`src/rtl/axis_rx_checker_sat_counter.sv`:
```
// Saturating event counter: holds at all-ones instead of wrapping; clear beats increment.
module sat_counter #(
    parameter int P_W = 32
) (
    input  logic           i_clk,
    input  logic           i_rst,
    input  logic           i_clr,
    input  logic           i_inc,
    output logic [P_W-1:0] o_cnt
);

    logic [P_W-1:0] r_cnt;

    always_ff @(posedge i_clk or posedge i_rst) begin
        if (i_rst) begin
            r_cnt <= '0;
        end else if (i_clr) begin
            r_cnt <= '0;
        end else if (i_inc && (r_cnt != {P_W{1'b1}})) begin
            r_cnt <= r_cnt + 1'b1;
        end
    end

    assign o_cnt = r_cnt;

endmodule

```
`config.mk`:
```
export PLATFORM = sky130hd
export DESIGN_NAME = sat_counter
export DESIGN_NICKNAME = d
export VERILOG_FILES = /design/src/rtl/axis_rx_checker_sat_counter.sv
export SDC_FILE = /design/constraint.sdc
export NUM_CORES = 1
export LEC_CHECK = 0
export CORE_ASPECT_RATIO = 0.9
export CORE_MARGIN = 2
export CORE_UTILIZATION = 39
export CTS_CLUSTER_DIAMETER = 120
export CTS_CLUSTER_SIZE = 24
export DETAILED_ROUTE_END_ITERATION = 8
export HOLD_SLACK_MARGIN = 0.15
export MAX_ROUTING_LAYER = met4
export PLACE_DENSITY = 0.66
export SETUP_SLACK_MARGIN = 0.5
export SLEW_MARGIN = 0
export SYNTH_ARGS = -nofsm -noshare
export SYNTH_HDL_FRONTEND = slang
export SYNTH_SLANG_ARGS = --single-unit
```
`constraint.sdc`:
```
create_clock -name i_clk -period 1.99 [get_ports i_clk]
set_input_delay 0.2985 -clock i_clk [delete_from_list [all_inputs] [get_ports i_clk]]
set_output_delay 0.2985 -clock i_clk [all_outputs]
set_load 0.1 [all_outputs]
```
# After elaboration in Yosys (flattened, before gate mapping)
# Cells that the tools add are included.
# W data, S select, Z words.
[word_totals]
wordCells = 7
inputBits = 4
output_inout_bits = 32
reg_bits = 32
[classes]
mux = 2
addsub = 1
reduce_logical = 2
eq_ne = 1
[op_table]
columns = ["operator", "n"]
rows = [
  ["$mux W32", 2],
  ["$add A32 B1 Y32 const B", 1],
  ["$ne A32 B32 Y1 const B", 1],
  ["$reduce_bool A2 Y1", 1],
  ["$logic_and A1 B1 Y1", 1],
]

# Depth between registers and ports, before layout
[depth]
depth_word = 4
ltp_mapped = 7
ltp_nobuf = 6

# Worst setup path after synthesis
# Ideal clock, no wire load.
[synth_timing]
path_kind = "reg-to-reg"
startpoint = "reg r_cnt[0] (netlist: o_cnt[0])"
endpoint = "reg r_cnt[20] (netlist: o_cnt[20])"
t_required_ns = 1.912
setup_slack_ns = -0.949
stages_incl_launch_ff = 8
period_less_slack_ns = 2.939
t_arrival_ns = 2.861
n_path_buf = 1
setup_time_ns = 0.078
cell_sequence = "dfrtp_1 > ha_1 > nand2_1 > or4_4 > or3_4 > buf_6 > or4_1 > a21oi_1"
[synth_via]
elab_chain_cells = 3
elab_cells_between_ends = 6
cone_classes = "1 x add/sub; 1 x eq/ne; 2 x mux; 2 x reduce/logical"
[synth_lines]
columns = ["item", "line_no", "text"]
rows = [
  ["from (decl)", "12", "logic [P_W-1:0] r_cnt;"],
  ["from (signal assigned)", "20", "r_cnt <= r_cnt + 1'b1;"],
  ["$add A32 B1 Y32 / $ne A32 B32 Y1 (equally long branches)", "20, 19", ""],
  ["$mux W32 / $logic_and A1 B1 Y1 (equally long branches)", "19", "end else if (i_inc && (r_cnt != {P_W{1'b1}})) begin"],
  ["$mux W32 / $reduce_bool A2 Y1 (equally long branches)", "n/a", ""],
]
# Parallel ways exist; a longest one is shown, timed or not. The select of a mux whose other input is x is not followed.
# A chain may end at the register's enable or synchronous reset.

# Worst setup path after layout
[layout_timing]
startpoint = "reg r_cnt[6] (netlist: o_cnt[6])"
endpoint = "reg r_cnt[13] (netlist: o_cnt[13])"
# Same word-level chain as after synthesis.

==> results.toml <==
[sta]
period_needed_ns = 2.18
min_period_over_period_pct = 109
setup-tns-final_ns = -3.27
slew_violations = 0
hold_ws_ns = 0.403
timing.fmax_mhz = 460
rsz0062_at_grt = "yes"
setup_violations = 26
hold_violations = 0
max_slew_margin_pct = 71.7
layout_setup_ws_ns = -0.185
skew_ns = 0.00491
tightest_slew_ns = 0.423

[power_and_ir_drop]
peakVddDrop_mv = 0.351
leakage_nw = 1.27
powerDensity_mw_per_mm2 = 415

[place]
dp_cells = 331
dp_hpwl_um = 3410
placed_area_mm2 = 0.00260
gp_congestion = 0.815
port_buffers = 35

[floorplanning]
coreArea_mm2 = 0.00437
ioPinCount = 36
fp.dieW_um = 74.4
dieHeight_um = 67.4
placementRows = 23
die_area_mm2 = 0.00501
initial_core_util_pct = 39.8

[synth]
synthCells = 186
synth_fp_nets = 191
ys_ff_latch = 32
synthDistinctLibCells = 33
avgSynthCellArea_um2 = 9.36
yosysSeqAreaShare_pct = 46.0
ys_warn_count = 0
syn_area_mm2 = 0.00174

[final_layout]
utilization_pct = 72.2
antennaDiodeCount = 0
syn2layout_area_growth_pct = 81.4
layout_commonest_cell = "buf_4"
final_layout_size_suffix_gt1_share_pct = 67.1
regArea_um2 = 888
final_cell_mix = "buf_4 (85), dfrtp_4 (19), a21oi_2 (17)"
nFillCells = 317
largest_reg_flops = 32
fin_area_mm2 = 0.00316
fin_cells = 354
multi_input_area_mm2 = 0.00121
nets = 297

[worst_setup_path]
cp.arrival_ns = 2.39
required_ns = 2.20
critPathCaptureType = "flop"
crit_type = "reg2reg"
cp-start-kind = "flop"
path_max_fanout = 8

[cts]
cts_num_sinks = 32
clockBufferDepth = 2
tritoncts = "done"
clock-root-buffer = "clkbuf_8"
cts-htree-levels = 2
clk_pin_slew_ns = 0.06
numCtsBuffers = 5
insertion_delay_ns = 0.28

[grt]
grtUsageTotal_pct = 23.0
grt_pass1_vias = 1790
grt_pass1_wl_um = 8350
grt-ovfl-total = 0
antenna_found_initial = 0
grt_max_degree = 33

[status]
outcome = "complete, but fails checks"
violations = "negative setup slack"

[routing]
dr.first_iter.drc_count = 88
routed_via_density = 5.63
routedWlPerCell_um = 16.0
vias = 1992
drt_wl_total_um = 5670
drcViolationCount = 0
drt_first_pass_iters = 4
ant_nets = 0

[run]
maxCapViolCount = 0

[hold_path]
hold_class = "in2async"
==> timing repair <==
| item | in CTS | in global routing |
|---|---|---|
| resized for setup | 30 | 49 |
| endpoints found under the setup margin | 32 | 34 |
| pin swaps | 20 | 14 |
| cloned | 0 | 1 |
| hold buffers | 0 | 0 |
| setup buffers | 10 | 5 |
==> cell type report <==
class | count | share of cell area, %
repair buffers | 104 | 27.1
well taps | 62 | 2.46
inverters | 8 | 0.951
flip-flops and latches | 32 | 28.1
multi-input cells | 141 | 38.3
clock buffers | 7 | 3.05
==> per-stage QoR <==
| stage | power, W | setup slack (ns) |
|---|---|---|
| after CTS | 0.00132 | -0.156 |
| after floorplan | 0.000738 | -0.440 |
| after global routing | 0.00137 | -0.260 |
| after global placement | 0.000778 | -0.345 |
| after detailed placement | 0.000780 | -0.441 |
| final | 0.00131 | -0.185 |
==> final timing paths <==
kind	start	end	slack [ns]	depth (start not counted)
min in group i_clk	o_cnt[15]	o_cnt[15]	0.57	2
min	i_rst	o_cnt[2]	0.40	3
max	o_cnt[6]	o_cnt[13]	-0.19	11
min reg2reg	o_cnt[15]	o_cnt[15]	0.57	2
max reg2reg	o_cnt[6]	o_cnt[13]	-0.19	11
max in group asynchronous	i_rst	o_cnt[18]	1.25	3
==> critical path: stages, from the launching register on <==
cell     delay (ns)
dfrtp_4        0.43
nand4_4        0.11
buf_4          0.15
buf_6          0.11
buf_6          0.11
nor3_4         0.21
buf_4          0.16
buf_4          0.11
o41ai_4        0.06
buf_4          0.17
or3_1          0.36
a21oi_2        0.12
==> report_power, final <==
part           internal (W)  leakage (nW)  switching (W)
logic             0.0000378         0.829      0.0000779
registers          0.000657         0.387     0.00000537
clock network      0.000308        0.0503       0.000226
==> cells in the mapped netlist <==
| library cell | number | share of area (%) |
|---|---|---|
| a21oi_1 | 27 | 7.8 |
| and2_1 | 1 | 0.36 |
| and3_1 | 3 | 1.1 |
| and4_1 | 4 | 2.0 |
| buf_2 | 1 | 0.29 |
| buf_6 | 1 | 0.65 |
| clkbuf_1 | 4 | 0.86 |
| dfrtp_1 | 32 | 46 |
| ha_1 | 1 | 0.72 |
| inv_1 | 8 | 1.7 |
| mux2i_1 | 1 | 0.58 |
| nand2_1 | 11 | 2.4 |
| nand3_1 | 10 | 2.9 |
| nand4_1 | 6 | 2.2 |
| nand4_2 | 1 | 0.72 |
| nor2_1 | 6 | 1.3 |
| nor3_1 | 1 | 0.29 |
| nor4_1 | 3 | 1.1 |
| o211a_1 | 1 | 0.58 |
| o21ai_0 | 12 | 3.5 |
| o21ba_2 | 1 | 0.58 |
| o311ai_0 | 1 | 0.50 |
| o311ai_1 | 1 | 0.50 |
| o31a_1 | 1 | 0.50 |
| o31ai_1 | 15 | 6.5 |
| o41ai_1 | 1 | 0.50 |
| o41ai_2 | 1 | 0.93 |
| or3_1 | 12 | 4.3 |
| or3_4 | 1 | 0.65 |
| or4_1 | 14 | 6.0 |
| or4_4 | 1 | 0.65 |
| xnor2_1 | 2 | 1.0 |
| xor2_1 | 1 | 0.50 |
==> per-layer routing <==
metal	share of wire, %	track usage [%]
met1	44	29.5
met2	49	34.4
met3	4.7	6.72
met4	2.0	8.93
met5	0	-
==> cell families after synthesis <==
| logic type | Yosys count | share of synthesized area, % |
|---|---|---|
| simple gates | 74 | 25.9 |
| compound gates | 61 | 21.8 |
| flops | 32 | 46.0 |
| buf+inv | 14 | 3.52 |
| xor+xnor | 3 | 1.51 |
| mux | 1 | 0.575 |
| fa+ha+maj | 1 | 0.719 |
(Power assumes the default switching activity.)
